### config.mk
export PLATFORM = sky130hd
export DESIGN_NAME = seq_hist
export DESIGN_NICKNAME = d
export VERILOG_FILES = /design/src/rtl/seq_pkg.sv /design/src/rtl/seq_hist.sv
export SDC_FILE = /design/constraint.sdc
export NUM_CORES = 1
export LEC_CHECK = 0
export CAP_MARGIN = 20
export CORE_UTILIZATION = 61
export DETAILED_ROUTE_END_ITERATION = 8
export GPL_ROUTABILITY_DRIVEN = 0
export PLACE_DENSITY = 0.82
export SYNTH_ARGS = -nofsm -noshare
export SYNTH_HDL_FRONTEND = slang
export SYNTH_SLANG_ARGS = --single-unit
### constraint.sdc
create_clock -name clk -period 6.1 [get_ports clk]
set_clock_uncertainty 0.1 [all_clocks]
set_input_delay 0.61 -clock clk [delete_from_list [all_inputs] [get_ports clk]]
set_output_delay 0.61 -clock clk [all_outputs]
set_load 0.05 [all_outputs]
### src/rtl/seq_pkg.sv
// seq_pkg: shared types, default seeds and the recurrence step for the
// a(n) = a(n-2) + a(n-3) sequence family (generator and checker).
package seq_pkg;

  // Checker FSM states.
  typedef enum logic [1:0] {
    PRIME  = 2'd0,
    TRACK  = 2'd1,
    ERROR  = 2'd2,
    RESYNC = 2'd3
  } seq_chk_state_e;

  // Default seeds a(0), a(1), a(2).
  localparam int unsigned SEQ_SEED0 = 32'd0;
  localparam int unsigned SEQ_SEED1 = 32'd1;
  localparam int unsigned SEQ_SEED2 = 32'd1;

  // Widest data word the recurrence helper supports.
  localparam int SEQ_W_MAX = 64;

  // One recurrence step. Callers truncate the result to their own width,
  // which gives exactly the modulo-2^W sum of a W-bit register.
  function automatic logic [SEQ_W_MAX-1:0] seq_next(
    input logic [SEQ_W_MAX-1:0] h2,
    input logic [SEQ_W_MAX-1:0] h3
  );
    return h2 + h3;
  endfunction

endpackage

### src/rtl/seq_hist.sv
// seq_hist: 3-deep history of the recurrence with clear and shift-in,
// producing the next term combinationally. Shared with the generator.
module seq_hist
  import seq_pkg::*;
#(
  parameter int W = 32
) (
  input  logic         clk,
  input  logic         reset_n,
  input  logic         clear,
  input  logic         shift,
  input  logic [W-1:0] din,
  output logic [W-1:0] exp
);

  // h1_r = a(n-1), h2_r = a(n-2), h3_r = a(n-3) for the next beat n.
  logic [W-1:0] h1_r;
  logic [W-1:0] h2_r;
  logic [W-1:0] h3_r;

  // History shift register: clear wins over shift, otherwise hold.
  always_ff @(posedge clk or negedge reset_n) begin
    if (!reset_n) begin
      h1_r <= {W{1'b0}};
      h2_r <= {W{1'b0}};
      h3_r <= {W{1'b0}};
    end else if (clear) begin
      h1_r <= {W{1'b0}};
      h2_r <= {W{1'b0}};
      h3_r <= {W{1'b0}};
    end else if (shift) begin
      h1_r <= din;
      h2_r <= h1_r;
      h3_r <= h2_r;
    end
  end

  assign exp = W'(seq_next(SEQ_W_MAX'(h2_r), SEQ_W_MAX'(h3_r)));

endmodule

# Word-level counts from Yosys, hierarchy flattened

Cells that the tools add are included.

$add $sub $neg: 1
Mux-type cells: 6
Reductions and logical operators: 1

Operators with widths:

| operator           | number |
|---|---|
| 32-bit two-way mux | 6 |
| 32-bit adder       | 1 |
| 2-bit nonzero test | 1 |

Output and inout port bits: 32
Bits in registers: 96

# Depth between registers and ports, before layout

Gate-level depths: netlist of run 1.

Depth in word-level cells: 2
Depth in mapped cells: 9

# Worst setup path before layout of run 1

No wires, ideal clock.

Path kind: flip-flop to output port
From: register h2_r[0]
To: output exp[26]
Required time: 5.390 ns
Stages on the path, launching flop included: 9
Arrival: 3.258 ns
Setup slack: 2.132 ns
Path through: dfrtp_1 ha_1 fa_1 a21o_1 a221oi_4 o211ai_2 a311oi_2 nor2_1 a311oi_1

Word-level cells in the longest chain between the ends: 1

Ends and longest elaborated chain:

| what                   | line           | source |
|---|---|---|
| from (decl)            | seq_hist.sv:18 | `logic [W-1:0] h2_r;` |
| from (signal assigned) | seq_hist.sv:25 | `h2_r <= {W{1'b0}};` |
| from (signal assigned) | seq_hist.sv:29 | `h2_r <= {W{1'b0}};` |
| from (signal assigned) | seq_hist.sv:33 | `h2_r <= h1_r;` |
| 32-bit adder           | seq_pkg.sv:27  | `return h2 + h3;` |
| to (decl)              | seq_hist.sv:13 | `output logic [W-1:0] exp` |

Every way passes these cells.

# Final worst setup path of run 1

From: register h2_r[0]
To: output exp[18]

Same word-level chain as after synthesis.

==> metrics.md, run 1 <==
| Metric | Value |
|---|---|
| Status | `complete, no violations` |
| Fmax | `217 MHz` |
| Nature of the critical path endpoint | `primary output` |
| Ys Warns | `0` |
| Worst Hold Class | `primary input to async pin` |
| CTS resizes | `0` |
| Area of the multi-input gates | `0.00296 mm2` |
| Setup slack, reg-to-reg | `5.17 ns` |
| Worst hold slack | `0.0942 ns` |
| RR Startpoint | `h1_r[28]` |
| CP cell instances | `ha_1 -> fa_1 -> a21o_1 -> a221oi_4 -> o211ai_2 -> a31o_2 -> a31oi_1 -> o21ai_0 -> xor2_1 -> clkdlybuf4s50_1` |
| FF-to-FF End | `h2_r[28]` |
| Fin Setup TNS | `0 ns` |
| Total Nets Final | `662` |
| Row cnt | `34` |
| RSZ-0062 raised after global routing | `false` |
| Initial antenna violation count | `0` |
| Slew @ Worst Pin | `0.940 ns` |
| Seq pwr share | `50.0%` |
| CTS buffer count | `9` |
| Layout cells sized above 1 | `5.34%` |
| Mapped Cells | `546` |
| Internal | `0.000984 W` |
| Crit path from | `h2_r[0]` |
| Reg2Reg Depth | `2` |
| Max-cap violations | `0` |
| DR vias/cell | `5.91` |
| GRT Residual Overflow | `0` |
| Crit Path Category | `flip-flop to primary output` |
| Post-DRT Antenna Nets | `0` |
| Routed len/inst | `15.9 um` |
| TritonCTS Sinks | `96` |
| H-tree lvl count | `3` |
| Mean post-synth cell area | `10.1 um2` |
| Initial Util | `63.0%` |
| Switching power | `0.000363 W` |
| Final Hold Fails | `0` |
| I/O Pins | `68` |
| Worst-path fanout max | `4` |
| Setup violators final | `0` |
| Switching part of the total | `27.0%` |
| Vias | `4181` |
| Sequential area share after synthesis | `43.5%` |
| Worst-skew pair later-pin latency | `0.37 ns` |
| Synth unique cells | `53` |
| Post-DP Area | `0.00621 mm2` |
| Drt pass-1 iters | `4` |
| Remaining DRCs | `0` |
| Final min period | `4.62 ns` |
| Root buffer cell | `clkbuf_8` |
| Arrival @ worst endpoint | `3.91 ns` |
| Area delta synth->final | `16.5%` |
| CTS Buffer Depth | `2` |
| Final wirelength | `11200 um` |
| Crit. path cell count | `10` |
| Global-route wire length before repair | `19100 um` |
| P_leak | `3.28 nW` |
| # fillers | `646` |
| Final instance area | `0.00643 mm2` |
| # hold bufs at CTS | `0` |
| Pins over their slew limit | `0` |
| Max VDD drop | `0.166 mV` |
| Vias in the first global route | `4087` |
| Reg area | `0.00240 mm2` |
| Crit-path leading delay family | `compound AO/OA/AOI/OAI gates` |
| Detailed router's first-iteration violation count | `227` |
| Die W | `97.2 um` |
| HPWL Detailed | `7700 um` |
| Async SR Flop Fraction | `100%` |
| Placeable Area | `0.00876 mm2` |
| Mapped Area | `0.00552 mm2` |
| Most used DFF post-synth | `dfrtp_1` |
| Crit start category | `flip-flop` |
| Worst path required time | `5.39 ns` |
| CP max stage cell | `clkdlybuf4s50_1` |
| Worst slew margin | `37.3%` |
| Die area | `0.00944 mm2` |
| Post-synth EDFFs | `0` |
| Combinational share of power | `15.1%` |
| Flops & latches, synth | `96` |
| Critical path buffers and inverters | `1` |
| Syn_nets | `614` |
| Die height | `97.2 um` |
| Clock power share | `35.0%` |
| Power Density | `209 mW/mm2` |
| GR Util All Layers | `25.0%` |
| Clk slew on worst S/H paths | `0.10 ns` |
| Fin crit share | `75.7%` |
| CTS tree | `yes` |
| Post-CTS Setup Bufs | `0` |
| Crit-path max cell delay | `0.84 ns` |
| Number of antenna diodes | `0` |
| Largest net degree at the start of global routing | `97` |
| Input/output buffers | `67` |
## cell usage in the layout, fill, tap and decap left out, types with 2 or more instances in the layout
cell type        instances
buf_4                    5
o21bai_1                 3
clkbuf_8                10
mux2i_1                 96
nand3_1                  6
nor2_1                 116
a21oi_1                 26
a21o_1                  11
nand2_1                 19
o21a_1                   3
a31oi_1                  4
a311oi_1                 2
o31ai_1                  2
and2_1                   2
nor3_1                   4
clkdlybuf4s50_1         64
xor2_1                  12
nand4_1                  5
dfrtp_1                 96
xnor2_1                 18
and4_1                   2
ha_1                    31
nor2b_1                  2
inv_1                    7
bufinv_16                2
a311oi_2                 2
clkinv_4                 2
and3_1                   4
o21ai_0                 13
a31o_2                   2
a211oi_1                 2
a211o_1                  2
## metal layers
layer	part of all wire (%)	up-vias	GRT usage (%)	routed length, um
li1	-	2017	-	-
met2	48	116	39.9	5360
met3	5.3	16	4.75	593
met1	45	2032	34.6	5060
met5	0	-	0	0
met4	1.7	0	7.92	195
## state kept, by name, summed over array words and instances, names as in the netlist
register and flops:
h3_r 32, h1_r 32, h2_r 32
## stage by stage
step	std cells	util (%)	setup WS, ns	power (W)
after floorplan	546	-	2.13	0.000814
after global placement	691	70.8	1.94	0.000883
after detailed placement	691	70.8	1.86	0.000889
after CTS	707	73.4	1.45	0.00136
after global routing	707	73.4	1.25	0.00141
final	707	73.4	1.48	0.00135
## logic make-up after synthesis
family	after synthesis	share of synthesized area [%]
simple gates	162	12.3
mux	96	17.4
flops	96	43.5
compound gates	90	11.8
buf+inv	40	2.92
fa+ha+maj	32	7.39
xor+xnor	30	4.76
## Yosys cell counts (all sizes together) (2+ instances only)
library cell | instances | area, um2
a31oi | 4 | 25.0
nand3 | 6 | 30.0
nor3 | 4 | 20.0
and3 | 4 | 25.0
a311oi | 4 | 47.6
o21a | 3 | 22.5
a211oi | 3 | 27.5
buf | 11 | 51.3
a31o | 3 | 26.3
inv | 7 | 26.3
o211ai | 2 | 20.0
and4 | 2 | 17.5
a21o | 11 | 82.6
o31ai | 2 | 15.0
nor2b | 3 | 26.3
nand2 | 19 | 71.3
xor2 | 12 | 105
ha | 31 | 388
clkbuf | 22 | 83.8
o21bai | 3 | 22.5
a211o | 2 | 17.5
mux2i | 96 | 961
o21ai | 13 | 65.1
xnor2 | 18 | 158
nor2 | 116 | 435
dfrtp | 96 | 2400
nand4 | 5 | 31.3
a21oi | 26 | 130
and2 | 2 | 12.5
## cell type report
| cell class | instances | share of cell area [%] |
|---|---|---|
| multi-input cells | 410 | 46.0 |
| flip-flops and latches | 96 | 37.3 |
| repair buffers | 70 | 10.6 |
| clock buffers | 10 | 2.14 |
| well taps | 108 | 2.10 |
| clock inverters | 6 | 1.42 |
| inverters | 7 | 0.408 |
## power groups by stage
stage	logic (W)	clock network [W]	registers, W
2_1_floorplan	0.000133	0	0.000681
3_3_place_gp	0.000198	0	0.000685
3_5_place_dp	0.000203	0	0.000686
4_1_cts	0.000205	0.000483	0.000673
5_1_grt	0.000220	0.000512	0.000676
6_report	0.000203	0.000471	0.000673
## worst max-delay path by stage
| stage | endpoint | slack, ns |
|---|---|---|
| after floorplan | exp[26] | 2.13 |
| after global placement | exp[18] | 1.94 |
| after detailed placement | exp[18] | 1.86 |
| after CTS | exp[18] | 1.45 |
| after global routing | exp[18] | 1.25 |
| final | exp[18] | 1.48 |
Power figures use the tool's default switching activity.
==> inputs of run 2 (changes only) <==
--- a/config.mk
+++ b/config.mk
@@ -6,10 +6,10 @@
 export NUM_CORES = 1
 export LEC_CHECK = 0
 export CAP_MARGIN = 20
-export CORE_UTILIZATION = 61
+export CORE_UTILIZATION = 51
 export DETAILED_ROUTE_END_ITERATION = 8
 export GPL_ROUTABILITY_DRIVEN = 0
-export PLACE_DENSITY = 0.82
+export PLACE_DENSITY = 0.73
 export SYNTH_ARGS = -nofsm -noshare
 export SYNTH_HDL_FRONTEND = slang
 export SYNTH_SLANG_ARGS = --single-unit
==> constraint.sdc (replaced) <==
create_clock -name clk -period 4.1 [get_ports clk]
set_clock_uncertainty 0.1 [all_clocks]
set_input_delay 0.41 -clock clk [delete_from_list [all_inputs] [get_ports clk]]
set_output_delay 0.41 -clock clk [all_outputs]
set_load 0.05 [all_outputs]
==> metrics.md, run 2 (synthesis results as in run 1) <==
| Metric | Value |
|---|---|
| Area delta synth->final | `17.9%` |
| Final core occ | `62.5%` |
| Final min period | `4.00 ns` |
| Worst slew margin | `37.7%` |
| Switching power | `0.000549 W` |
| Max-cap violations | `0` |
| Vias in the first global route | `4013` |
| CP max stage cell | `clkdlybuf4s50_1` |
| Most common cell after layout, fill and taps aside | `nor2_1` |
| GRT Residual Overflow | `0` |
| Vias | `4163` |
| GR Util All Layers | `21.4%` |
| Post-DRT Antenna Nets | `0` |
| P_leak | `3.42 nW` |
| CTS tree | `yes` |
| I/O Pins | `68` |
| Root buffer cell | `clkbuf_8` |
| HPWL Detailed | `8050 um` |
| Routed len/inst | `15.6 um` |
| Largest net degree at the start of global routing | `75` |
| Final Worst Setup Slack | `0.104 ns` |
| Worst Hold Class | `primary input to async pin` |
| Initial Util | `53.0%` |
| Total Nets Final | `663` |
| Detailed router's first-iteration violation count | `278` |
| Clk slew on worst S/H paths | `0.09 ns` |
| CP cell instances | `ha_1 -> fa_1 -> a21o_1 -> a221oi_4 -> o211ai_2 -> a31o_2 -> xor2_1 -> clkdlybuf4s50_1` |
| Worst path required time | `3.59 ns` |
| Clock power share | `35.3%` |
| Status | `complete, no violations` |
| Die height | `106 um` |
| Initial antenna violation count | `0` |
| TritonCTS Sinks | `96` |
| Fin crit share | `97.5%` |
| Arrival @ worst endpoint | `3.49 ns` |
| Max VDD drop | `0.193 mV` |
| H-tree lvl count | `3` |
| Final non-filler cell total | `736` |
| Internal | `0.00147 W` |
| Post-Place Worst Slack | `0.339 ns` |
| # fillers | `889` |
| Fin Setup TNS | `0 ns` |
| Drt pass-1 iters | `4` |
| # hold bufs at CTS | `0` |
| Crit-path max cell delay | `0.83 ns` |
| Worst-path fanout max | `4` |
| Pins over their slew limit | `0` |
| Combinational share of power | `15.0%` |
| Crit Path Category | `flip-flop to primary output` |
| Die W | `106 um` |
| Layout cells sized above 1 | `6.67%` |
| Highest-count cells in the layout ignoring fill and taps | `nor2_1, mux2i_1, dfrtp_1, clkdlybuf4s50_1, ha_1` |
| Number of antenna diodes | `0` |
| Setup violators final | `0` |
| Slew @ Worst Pin | `0.935 ns` |
| Power Density | `310 mW/mm2` |
| Placeable Area | `0.0104 mm2` |
| Seq pwr share | `49.7%` |
| Crit start category | `flip-flop` |
| Reg area | `0.00240 mm2` |
| Final Hold Fails | `0` |
| Die area | `0.0112 mm2` |
| Input/output buffers | `67` |
| RSZ-0062 raised after global routing | `false` |
| Remaining DRCs | `0` |
| CTS buffer count | `9` |
| Placed instance count | `720` |
| Global-route wire length before repair | `19300 um` |
| Nature of the critical path endpoint | `primary output` |
| Top Registers | `h1_r (32), h2_r (32), h3_r (32)` |
| Switching part of the total | `27.2%` |
| Row cnt | `37` |
| Area of the multi-input gates | `0.00296 mm2` |
| Reg2Reg Depth | `2` |
| Final wirelength | `11400 um` |
| Worst-skew pair later-pin latency | `0.37 ns` |
| Fmax | `250 MHz` |
| CTS Buffer Depth | `2` |
| DR vias/cell | `5.66` |
==> run 2: changes by cell type in the layout (fill, tap and decap cells not counted), moves of 2 or more <==
cell             previous run  this run
dlymetal6s2s_1              0         6
dlygate4sd2_1               0         2
buf_4                       5        10
buf_12                      0         3
clkdlybuf4s50_1            64        49
==> run 2: final cells by class <==
type                            instances  share of cell area, %
Sequential cell                        96                   36.9
Multi-Input combinational cell        410                   45.5
Timing Repair Buffer                   71                   11.1
Inverter                                7                  0.403
Tap cell                              136                   2.61
Clock buffer                           11                   2.17
Clock inverter                          5                   1.33
==> run 2: metrics by stage <==
| step | hold WS [ns] | power [W] | instance area, um2 |
|---|---|---|---|
| global placement | 0.402 | 0.00132 | 6270 |
| floorplan | 0.0144 | 0.00121 | 5520 |
| CTS | 0.109 | 0.00204 | 6490 |
| detailed placement | 0.412 | 0.00133 | 6270 |
| global route | 0.145 | 0.00210 | 6510 |
| finish | 0.0614 | 0.00202 | 6510 |
==> run 2: power groups by stage <==
| stage | Clock (W) | Sequential, W | Combinational, W |
|---|---|---|---|
| 2_1_floorplan | 0 | 0.00101 | 0.000197 |
| 3_3_place_gp | 0 | 0.00102 | 0.000300 |
| 3_5_place_dp | 0 | 0.00102 | 0.000305 |
| 4_1_cts | 0.000732 | 0.00100 | 0.000306 |
| 5_1_grt | 0.000766 | 0.00101 | 0.000327 |
| 6_report | 0.000712 | 0.00100 | 0.000302 |
==> run 2: routing by layer <==
layer | track usage (%) | up-vias | share of wire, %
met5 | 0 | - | 0
met4 | 7.24 | 0 | 1.4
met3 | 3.99 | 14 | 4.1
met2 | 34.2 | 100 | 47
met1 | 29.4 | 2023 | 47
li1 | - | 2026 | -
==> run 2: critical path: cells and delay by family, from the launching register on <==
kind / cells / cell delay (ns)
compound gates: 4 / 1.08
buf+inv: 1 / 0.83
flops: 1 / 0.41
fa+ha+maj: 2 / 0.63
xor+xnor: 1 / 0.18
==> run 2: path summary, 6_finish.rpt <==
kind                            end     start  slack, ns
max reg2reg                h3_r[15]  h2_r[15]       3.20
min                        h1_r[11]   reset_n       0.06
max in group asynchronous  h1_r[12]   reset_n       2.94
min in group clk            h2_r[8]   h1_r[8]       0.43
min reg2reg                 h2_r[8]   h1_r[8]       0.43
max                         exp[12]   h2_r[0]       0.10
==> run 2: what timing repair did <==
item | 4_1_cts | 5_1_grt
buffers inserted | 0 | 0
gates cloned | 0 | 0
hold endpoints to repair | 0 | 0
endpoints found under the setup margin | 2 | 8
resized for setup | 2 | 7
==> inputs of run 3 (changes only) <==
--- a/config.mk
+++ b/config.mk
@@ -6,10 +6,13 @@
 export NUM_CORES = 1
 export LEC_CHECK = 0
 export CAP_MARGIN = 20
-export CORE_UTILIZATION = 51
+export CELL_PAD_IN_SITES_DETAIL_PLACEMENT = 1
+export CELL_PAD_IN_SITES_GLOBAL_PLACEMENT = 2
+export CORE_UTILIZATION = 32
 export DETAILED_ROUTE_END_ITERATION = 8
 export GPL_ROUTABILITY_DRIVEN = 0
-export PLACE_DENSITY = 0.73
+export GPL_TIMING_DRIVEN = 0
+export PLACE_DENSITY = 0.72
 export SYNTH_ARGS = -nofsm -noshare
 export SYNTH_HDL_FRONTEND = slang
 export SYNTH_SLANG_ARGS = --single-unit
==> metrics.md, run 3 (synthesis results as in run 1) <==
| Metric | Value |
|---|---|
| Post-CTS Setup Bufs | `0` |
| Remaining DRCs | `0` |
| FF-to-FF End | `h2_r[1]` |
| Die W | `133 um` |
| Switching part of the total | `29.2%` |
| Global-route wire length before repair | `23900 um` |
| Number of antenna diodes | `0` |
| Crit Path Category | `flip-flop to primary output` |
| H-tree lvl count | `3` |
| Worst-skew pair later-pin latency | `0.35 ns` |
| Power Density | `319 mW/mm2` |
| Largest net degree at the start of global routing | `67` |
| Top Registers | `h1_r (32), h2_r (32), h3_r (32)` |
| Layout cells sized above 1 | `7.47%` |
| Pins over their slew limit | `0` |
| DR vias/cell | `5.01` |
| CTS buffer count | `9` |
| Input/output buffers | `65` |
| Drt pass-1 iters | `4` |
| Met3 Usage GRT | `2.47%` |
| GRT Residual Overflow | `0` |
| Final core occ | `40.4%` |
| RR Startpoint | `h2_r[1]` |
| GR Util All Layers | `17.0%` |
| Setup slack, reg-to-reg | `3.23 ns` |
| Root buffer cell | `clkbuf_16` |
| RSZ-0062 raised after global routing | `false` |
| Nature of the critical path endpoint | `primary output` |
| Hold path startpoint | `h1_r[27]` |
| Worst Hold Class | `flip-flop to flip-flop` |
| Final min period | `3.90 ns` |
| I/O Pins | `68` |
| Final Worst Setup Slack | `0.204 ns` |
| Max VDD drop | `0.194 mV` |
| CTS Buffer Depth | `2` |
| Highest-count cells in the layout ignoring fill and taps | `nor2_1, mux2i_1, dfrtp_1, clkdlybuf4s50_1, ha_1` |
| Reg2Reg Depth | `2` |
| # fillers | `1895` |
| HPWL Detailed | `10800 um` |
| CP max stage cell | `fa_1` |
| Total Nets Final | `692` |
| Status | `complete, no violations` |
| Most common cell after layout, fill and taps aside | `nor2_1` |
| Final Hold Fails | `0` |
| Worst slew margin | `45.4%` |
| Die area | `0.0178 mm2` |
| Initial antenna violation count | `0` |
| Post-DRT Antenna Nets | `0` |
| Die height | `133 um` |
| Internal | `0.00152 W` |
| Area of the multi-input gates | `0.00298 mm2` |
| Reg area | `0.00240 mm2` |
| Max-cap violations | `0` |
| Slew @ Worst Pin | `0.819 ns` |
| Placeable Area | `0.0167 mm2` |
| Worst Hold Depth | `2` |
| Routed len/inst | `16.7 um` |
| Seq pwr share | `46.5%` |
| CP cell instances | `ha_1 -> fa_1 -> a21o_1 -> a221oi_4 -> o211ai_4 -> a31o_2 -> nor2b_4 -> a311oi_2 -> xnor2_1 -> buf_2` |
| Arrival @ worst endpoint | `3.39 ns` |
| Hold Path End | `h1_r[27]` |
| CTS tree | `yes` |
| Vias in the first global route | `4502` |
| Worst path required time | `3.59 ns` |
| Setup violators final | `0` |
| TritonCTS Sinks | `96` |
| Row cnt | `47` |
| Crit start category | `flip-flop` |
| Area delta synth->final | `22.2%` |
| Initial Util | `33.1%` |
| Worst hold slack | `0.425 ns` |
| Post-Place Worst Slack | `-0.0463 ns` |
| Vias | `4254` |
| Combinational share of power | `14.5%` |
| Clk slew on worst S/H paths | `0.08 ns` |
| Worst-path fanout max | `4` |
| P_leak | `3.41 nW` |
| Final wirelength | `14200 um` |
| Met1 GRT Util | `23.2%` |
| Routing usage on met2 | `27.6%` |
| Gr busiest metal | `met2` |
| Fmax | `257 MHz` |
| Crit-path max cell delay | `0.42 ns` |
| Detailed router's first-iteration violation count | `151` |
| Fin crit share | `95.0%` |
| Clock power share | `39.0%` |
| Switching power | `0.000629 W` |
[run 3: layout make-up]
class / instances / area share, %
inverters: 7 / 0.389
well taps: 220 / 4.08
clock inverters: 7 / 0.964
flip-flops and latches: 96 / 35.6
plain buffers: 33 / 2.00
clock buffers: 9 / 3.34
multi-input cells: 410 / 44.2
repair buffers: 67 / 9.46
[run 3: worst max-delay path, delay by kind of cell, from the launching register on]
family,cells,cell delay (ns)
buffers and inverters,1,0.29
adder cells (fa/ha/maj),2,0.66
AO/OA/AOI/OAI,5,1.36
AND/OR/NAND/NOR,1,0.13
XOR/XNOR,1,0.17
flip-flops,1,0.40
[run 3: what timing repair did]
item | in CTS | in global routing
resized for setup | 33 | 24
hold buffers | 1 | 0
endpoints found under the setup margin | 17 | 14
endpoints found under the hold margin | 30 | 0
[run 3: how the worst max path moves through the flow]
stage / from / to / slack, ns / cells after the start
2_1_floorplan: h2_r[0] / exp[26] / 0.33 / 8
3_3_place_gp: reset_n / h3_r[24] / -1.20 / 1
3_5_place_dp: h2_r[0] / exp[18] / -0.05 / 10
4_1_cts: h2_r[4] / exp[31] / 0.005 / 9
5_1_grt: h2_r[4] / exp[23] / 0.003 / 9
6_report: h2_r[0] / exp[16] / 0.20 / 10
[run 3: per-layer routing]
metal | vias to the layer above | part of all wire (%)
met1 | 2115 | 49
li1 | 2077 | -
met3 | 12 | 2.1
met2 | 50 | 47
met4 | 0 | 1.3
met5 | - | 0
[run 3: power by group through the flow]
stage | Sequential, W | Combinational [W] | Clock [W]
2_1_floorplan | 0.00101 | 0.000197 | 0
3_3_place_gp | 0.00102 | 0.000314 | 0
3_5_place_dp | 0.00102 | 0.000323 | 0
4_1_cts | 0.00100 | 0.000319 | 0.000868
5_1_grt | 0.00101 | 0.000342 | 0.000908
6_report | 0.00100 | 0.000312 | 0.000839
[run 3: through the flow]
| stage | instance area [um2] | power, W | std cells | setup TNS, ns |
|---|---|---|---|---|
| 2_1_floorplan | 5520 | 0.00121 | 546 | 0 |
| 3_3_place_gp | 6450 | 0.00133 | 831 | -114.01 |
| 3_5_place_dp | 6470 | 0.00134 | 832 | -0.0665 |
| 4_1_cts | 6750 | 0.00219 | 849 | 0 |
| 5_1_grt | 6750 | 0.00226 | 849 | 0 |
| 6_report | 6750 | 0.00215 | 849 | 0 |
